### config.mk
export PLATFORM = sky130hd
export DESIGN_NAME = mem_arbiter
export DESIGN_NICKNAME = d
export VERILOG_FILES = /design/src/rtl/mem_arbiter.sv
export SDC_FILE = /design/constraint.sdc
export NUM_CORES = 1
export LEC_CHECK = 0
export CELL_PAD_IN_SITES_DETAIL_PLACEMENT = 0
export CELL_PAD_IN_SITES_GLOBAL_PLACEMENT = 2
export CORE_UTILIZATION = 20
export DETAILED_ROUTE_END_ITERATION = 16
export HOLD_SLACK_MARGIN = 0.02
export PLACE_DENSITY_LB_ADDON = 0.12
export SYNTH_ARGS = -nofsm -noshare
export SYNTH_HDL_FRONTEND = slang
export SYNTH_SLANG_ARGS = --single-unit
### constraint.sdc
create_clock -name clk -period 1.83 [get_ports clk]
set_input_delay 0.183 -clock clk [delete_from_list [all_inputs] [get_ports clk]]
set_output_delay 0.183 -clock clk [all_outputs]
set_load 0.005 [all_outputs]
### src/rtl/mem_arbiter.sv
// Shared-bus arbiter between instruction fetch and data access. Data normally wins;
// fetch is forced through after MAX_SKIP consecutive losses. Stuck bus accesses time out.
module mem_arbiter #(
    parameter logic [7:0]  TIMEOUT  = 8'd64,
    parameter int unsigned MAX_SKIP = 2
) (
    input  logic        clk,
    input  logic        reset_x,
    input  logic        i_if_req,
    input  logic [31:0] i_if_addr,
    input  logic        i_m_req,
    input  logic        i_m_we,
    input  logic [1:0]  i_m_size,
    input  logic [31:0] i_m_addr,
    input  logic [31:0] i_m_wdata,
    output logic        o_bus_req,
    output logic        o_bus_we,
    output logic [1:0]  o_bus_size,
    output logic [31:0] o_bus_addr,
    output logic [31:0] o_bus_wdata,
    input  logic        i_bus_ready,
    input  logic [31:0] i_bus_rdata,
    output logic        o_if_valid,
    output logic [31:0] o_if_rdata,
    output logic        o_m_valid,
    output logic [31:0] o_m_rdata,
    output logic        o_err,
    output logic        o_if_stall,
    output logic        o_m_stall,
    output logic [1:0]  o_dbg_state
);

    typedef enum logic [1:0] {
        IDLE  = 2'd0,
        FETCH = 2'd1,
        DATA  = 2'd2
    } state_t;

    localparam logic [1:0] SKIP_MAX  = MAX_SKIP[1:0];
    localparam logic [7:0] WAIT_LAST = TIMEOUT - 8'd1;

    state_t      state;
    state_t      state_nxt;
    logic [1:0]  skip_cnt;
    logic [7:0]  wait_cnt;
    logic        we_q;
    logic [1:0]  size_q;
    logic [31:0] addr_q;
    logic [31:0] wdata_q;

    logic busy;
    logic grant;
    logic fetch_win;
    logic timeout;
    logic done;

    // Bus handshake: o_bus_req is held with stable address/data for the whole access;
    // the access ends in the cycle i_bus_ready=1 (or on timeout). Requesters hold
    // their req until their valid pulse, which is combinational in that same cycle.
    assign busy      = (state != IDLE);
    assign grant     = (state == IDLE) && (i_if_req || i_m_req);
    assign fetch_win = i_if_req && (!i_m_req || (skip_cnt == SKIP_MAX));
    assign timeout   = busy && !i_bus_ready && (wait_cnt == WAIT_LAST);
    assign done      = busy && (i_bus_ready || timeout);

    always_ff @(posedge clk or negedge reset_x) begin
        if (!reset_x) begin
            state <= IDLE;
        end else begin
            state <= state_nxt;
        end
    end

    always_comb begin
        state_nxt = state;
        case (state)
            IDLE:        if (grant) state_nxt = fetch_win ? FETCH : DATA;
            FETCH, DATA: if (done) state_nxt = IDLE;
            default:     state_nxt = IDLE;
        endcase
    end

    always_ff @(posedge clk or negedge reset_x) begin
        if (!reset_x) begin
            skip_cnt <= 2'd0;
            wait_cnt <= 8'd0;
            we_q     <= 1'b0;
            size_q   <= 2'd0;
            addr_q   <= 32'd0;
            wdata_q  <= 32'd0;
        end else if (grant) begin
            wait_cnt <= 8'd0;
            if (fetch_win) begin
                skip_cnt <= 2'd0;
                we_q     <= 1'b0;
                size_q   <= 2'd2;
                addr_q   <= i_if_addr;
                wdata_q  <= 32'd0;
            end else begin
                // Only a loss that actually delayed a waiting fetch counts toward the skip limit.
                if (i_if_req && (skip_cnt < SKIP_MAX)) begin
                    skip_cnt <= skip_cnt + 2'd1;
                end
                we_q    <= i_m_we;
                size_q  <= i_m_size;
                addr_q  <= i_m_addr;
                wdata_q <= i_m_wdata;
            end
        end else if (busy && !i_bus_ready) begin
            wait_cnt <= wait_cnt + 8'd1;
        end
    end

    always_comb begin
        o_bus_req   = 1'b0;
        o_bus_we    = 1'b0;
        o_bus_size  = 2'd0;
        o_bus_addr  = 32'd0;
        o_bus_wdata = 32'd0;
        o_if_valid  = 1'b0;
        o_if_rdata  = 32'd0;
        o_m_valid   = 1'b0;
        o_m_rdata   = 32'd0;
        o_err       = 1'b0;
        case (state)
            FETCH: begin
                o_bus_req   = 1'b1;
                o_bus_we    = we_q;
                o_bus_size  = size_q;
                o_bus_addr  = addr_q;
                o_bus_wdata = wdata_q;
                o_if_valid  = done;
                o_if_rdata  = i_bus_ready ? i_bus_rdata : 32'd0;
                o_err       = timeout;
            end
            DATA: begin
                o_bus_req   = 1'b1;
                o_bus_we    = we_q;
                o_bus_size  = size_q;
                o_bus_addr  = addr_q;
                o_bus_wdata = wdata_q;
                o_m_valid   = done;
                o_m_rdata   = i_bus_ready ? i_bus_rdata : 32'd0;
                o_err       = timeout;
            end
            default: ;
        endcase
    end

    assign o_if_stall  = i_if_req & ~o_if_valid;
    assign o_m_stall   = i_m_req & ~o_m_valid;
    assign o_dbg_state = state;

endmodule

# After elaboration in Yosys (flattened, before gate mapping)
# Index checks and enable logic that the tools add are counted.
# Widths: inputs -> output; s select.
[classes]
n_addsub = 2
order_cmp = 1
eq_ne = 6
muxes = 23
n_bitwise = 4
reduce_logical = 18
[op_table]
columns = ["op", "n"]
rows = [
  ["$mux 32", 7],
  ["$mux 8", 2],
  ["$mux 2", 7],
  ["$add 8x1->8 const B", 1],
  ["$eq 8x6->1 const B", 1],
  ["$logic_and 1x1->1", 6],
  ["$mux 1", 6],
  ["$reduce_bool 2->1", 3],
  ["$eq 2x2->1 const B", 2],
  ["$pmux 2 s2", 1],
  ["$reduce_and 2->1", 2],
  ["$logic_or 1x1->1", 3],
  ["$add 2x1->2 const B", 1],
  ["$and 1x1->1", 2],
  ["$eq 2x1->1 const B", 1],
  ["$logic_not 1->1", 2],
  ["$logic_not 2->1", 1],
  ["$lt 2x2->1 const B", 1],
  ["$ne 2x1->1 const B", 1],
  ["$ne 2x2->1 const B", 1],
  ["$not 1->1", 2],
  ["$reduce_or 2->1", 1],
]
[word_totals]
regBits = 79
in_bits = 136
output_inout_bits = 139
elab_cells = 61

# Depth between registers and ports, before layout
[depth]
word_depth = 8
ltp_mapped = 8
mapped_depth_nobuf = 5

# Least setup slack after synthesis
# Ideal clock, no wire load.
[synth_timing]
path_type = "register to register"
from = "register state[0], in the netlist o_dbg_state[0]"
to = "register wdata_q[21]"
setup_ns = 0.065
t_arrival_ns = 1.629
required_ns = 1.765
path_slack_ns = 0.136
path_stages_with_launch = 8
n_path_buf = 3
synth_period_minus_slack_ns = 1.694
path_cell_list = "dfrtp_1 > inv_1 > ha_1 > buf_2 > o21ai_1 > buf_2 > buf_1 > a22o_1"
[synth_between]
elab_chain_cells = 2
[synth_rtl]
columns = ["item", "line_no", "rtl"]
rows = [
  ["from (decl)", "42", "state_t state;"],
  ["from (signal assigned)", "70", "state <= state_nxt;"],
  ["$logic_not 2->1", "61", "assign grant = (state == IDLE) && (i_if_req || i_m_req);"],
  ["$logic_and 1x1->1", "61", ""],
  ["to (signal assigned)", "107", "wdata_q <= i_m_wdata;"],
  ["to (decl)", "49", "logic [31:0] wdata_q;"],
]
# No other way between the ends.
# A chain may end at the register's enable or synchronous reset.

# Worst setup path in the final report
[layout_timing]
from = "register state[1], in the netlist o_dbg_state[1]"
to = "output port o_if_valid"
[layout_between]
elab_chain_cells = 6
elab_cells_between_ends = 7
classes_between = "eq/ne (1); mux (1); reduce/logical (5)"
[layout_rtl]
columns = ["item", "line_no", "rtl"]
rows = [
  ["$reduce_bool 2->1", "60", "assign busy = (state != IDLE);"],
  ["$logic_and 1x1->1 (2 in a row)", "63", "assign timeout = busy && !i_bus_ready && (wait_cnt == WAIT_LAST);"],
  ["$logic_or 1x1->1", "64", "assign done = busy && (i_bus_ready || timeout);"],
  ["$logic_and 1x1->1", "64", ""],
  ["$mux 1 *", "125", "case (state)"],
  ["to (decl)", "23", "output logic o_if_valid,"],
]
# Every way passes the cells marked *; elsewhere a longest branch is shown, timed or not.

==> impl_metrics.json <==
{
  "critPathLaunchType": "flop",
  "start_util_pct": 20.4,
  "setup-violations-final": 44,
  "io_pins": 275,
  "hpwl_um": 12400,
  "worst_clock_skew_ns": 0.0104,
  "syn_inst": 496,
  "avgSynthCellArea_um2": 8.95,
  "top_layer": "met4",
  "startpoint": "o_dbg_state[1]",
  "syn2layout_area_growth_pct": 90.2,
  "routabilityCongestion": 0.727,
  "fmax_mhz": 515,
  "finalSetupTns_ns": -2.83,
  "wl_met2_um": 10200,
  "path_clk_slew_ns": 0.07,
  "critical_path_class": "reg -> out",
  "violations": "setup timing",
  "powerDensity_mw_per_mm2": 1680,
  "cp.required_ns": 1.65,
  "synth_top_family_by_area": "simple AND/OR/NAND/NOR gates",
  "grt_antenna_before_repair": 0,
  "reg2reg_setup_slack_ns": 0.09,
  "grt_pass1_vias": 4878,
  "coreArea_mm2": 0.0218,
  "diodes": 0,
  "wl_met1_um": 8280,
  "synth_fa_ha_area_share_pct": 1.41,
  "synth_edf_count": 0,
  "timing.final.crit_share_pct": 106,
  "clock_latency_ns": 0.35,
  "die_h_um": 151,
  "drtIter0Drc": 192,
  "worstMarginPinSlew_ns": 0.367,
  "synthesis.area_mm2": 0.00444,
  "max_stage_delay_ns": 0.36,
  "cp_cell_sequence": "inv_2 > ha_4 > nand4bb_4 > nor4_4 > buf_4 > buf_6 > o21a_1 > buf_2",
  "synth_flop_cell": "dfrtp_1",
  "hold_violations": 0,
  "drive_above_1_share_pct": 33.6,
  "reg2reg_depth": 6,
  "cts_tree": "built",
  "drc": 0,
  "clock-root-buffer": "clkbuf_16",
  "hold_slack_ns": 0.273,
  "leakagePower_nw": 4.03,
  "min_period_ns": 1.94,
  "ant_nets": 0,
  "syn_nets": 637,
  "rows": 54,
  "path_depth": 8,
  "rr_startpoint": "o_dbg_state[1]",
  "r2r-end": "wait_cnt[7]",
  "numCtsBuffers": 9,
  "totalWireLength_um": 19600,
  "ys_types": 39,
  "clock-sinks": 79,
  "viasPerCell": 4.59,
  "chipWidth_um": 151,
  "cts_buffer_depth": 2,
  "cp-endpoint": "o_if_valid",
  "relSlewSlack_pct": 75.5,
  "wl_met3_um": 996,
  "die-area_mm2": 0.0228,
  "grt_max_degree": 65,
  "ys_warn_count": 0,
  "status": "complete, but fails checks",
  "hold_path_class": "in -> async",
  "port_buffers": 274,
  "grt_overflow": 0,
  "crit_fanout": 3,
  "async_flop_share_pct": 100,
  "yosys.area_share.simple_pct": 29.5,
  "cp.arrival_ns": 1.76,
  "setup_ws_ns": -0.111,
  "muxShareOfSynthArea_pct": 0.451,
  "ys_ff_latch": 79,
  "critical_path_buf_inv_count": 4,
  "vias": 4980,
  "h-tree-depth": 3,
  "fin_nets": 942,
  "post_drt_wl_per_cell_um": 18.0,
  "cp_top_family": "buffers and inverters",
  "synth-xor-area-share_pct": 0.197,
  "slowest_stage": "dfrtp_1",
  "synth_compound_area_share_pct": 18.4,
  "ir_drop_v": 0.00118,
  "grt_pass1_wl_um": 28200,
  "maxCapViolations": 0,
  "end_kind": "primary output",
  "drv_slew": 0,
  "grt_setup_unrepaired": "true",
  "first_pass_iters": 4,
  "track_usage_pct": 16.2,
  "ys_seq_area_share_pct": 44.6
}
## layout make-up
class	instances	area, µm²
Inverter	9	33.8
Multi-Input combinational cell	357	2390
Clock inverter	7	113
Timing Repair Buffer	345	3350
Tap cell	280	350
Clock buffer	9	225
Sequential cell	79	1980
Fill cell	2205	13300
## worst reg2reg max path, stage by stage, from the launching register on
cell,delay (ns)
dfrtp_1,0.36
inv_2,0.06
ha_4,0.15
buf_4,0.18
or2_4,0.24
or4_4,0.51
mux2i_1,0.13
## kinds of logic (layout without fill, tap and decap cells)
logic type	after synthesis	in the layout
AO/OA/AOI/OAI	123	123
XOR/XNOR	1	1
adder cells (fa/ha/maj)	5	5
buffers and inverters	60	370
flip-flops	79	79
multiplexers	2	2
AND/OR/NAND/NOR	226	226
## synthesized netlist by cell type (2+ instances only)
cell type  instances  area [µm²]
buf_1              2        7.51
or3_1              2        12.5
o21a_1             3        22.5
and2_1            68         425
mux2i_1            2        20.0
nand2b_1           4        25.0
o22ai_1            2        12.5
buf_2              8        40.0
ha_1               5        62.6
o211ai_1           2        15.0
nand2_1            4        15.0
a22o_1            34         298
and3_1            64         400
o21ai_0           38         190
nand3_1           37         185
inv_1              9        33.8
a31oi_1           32         200
nor2b_1            3        18.8
nor2_1            35         131
dfrtp_1           79        1980
clkbuf_1          40         150
a21oi_1            6        30.0
## metal layers
metal	up-vias	track usage, %
met2	140	28.9
met1	2460	19.8
met4	0	2.95
met5	-	0
li1	2373	-
met3	7	3.61
## power breakdown
group          switching, mW  leakage (nW)  internal, mW
sequential             0.420         0.965          2.55
combinational           3.71          2.90          5.36
clock                  0.874         0.161          1.23
total                   5.00          4.03          9.14
## through the flow
stage	worst slack [ns]	area [µm²]	instances	total power, mW	utilization [%]
floorplan	0.136	4440	496	5.85	-
CTS	-0.221	8240	1066	12.6	37.9
global route	-0.233	8440	1086	15.1	38.8
finish	-0.111	8440	1086	14.1	38.8
detailed placement	-0.323	7700	1030	9.82	35.4
global placement	-0.321	7700	1030	9.77	35.4
## worst min path at each step
stage                   from             end  slack (ns)  depth (start not counted)
floorplan            reset_x       addr_q[0]       -0.11                          0
global placement     reset_x     wdata_q[13]        0.10                          1
detailed placement   reset_x     wdata_q[14]        0.10                          1
CTS                 i_if_req  o_dbg_state[1]        0.27                          3
global route        i_if_req  o_dbg_state[1]        0.29                          3
finish               reset_x     wdata_q[10]        0.27                          2
## cells in the final DEF, fill, tap and decap left out, types with 2 or more instances in the layout
cell	synthesis	layout
bufinv_16	0	2
nor2_1	35	35
clkbuf_2	0	54
and2_1	68	30
o21ai_0	38	38
buf_2	8	40
buf_6	1	44
inv_1	9	7
or3_1	2	2
mux2i_1	2	2
clkbuf_16	0	14
a22o_1	34	34
inv_2	0	2
o21a_1	3	2
nor2b_1	3	2
and3_1	64	63
inv_6	0	2
buf_4	0	28
dfrtp_1	79	79
ha_1	5	2
buf_12	0	21
clkdlybuf4s15_1	0	8
buf_16	0	3
ha_4	0	3
nand3_1	37	37
nand2b_1	4	3
nand2_1	4	4
and2_4	0	38
a31oi_1	32	32
buf_8	0	4
clkdlybuf4s50_1	0	135
o211ai_1	2	2
a21oi_1	6	6
## registers in the layout, indices dropped and copies added (netlist names)
| register | flops |
|---|---|
| size_q | 2 |
| o_dbg_state | 2 |
| skip_cnt | 2 |
| wdata_q | 32 |
| we_q | 1 |
| addr_q | 32 |
| wait_cnt | 8 |
## what timing repair did
action	in CTS	in global routing
pin swaps	5	29
resized for setup	297	283
endpoints found under the setup margin	137	136
hold buffers	1	0
gates cloned	7	6
buffers inserted	12	22
hold endpoints to repair	21	0
(Power assumes the default switching activity.)
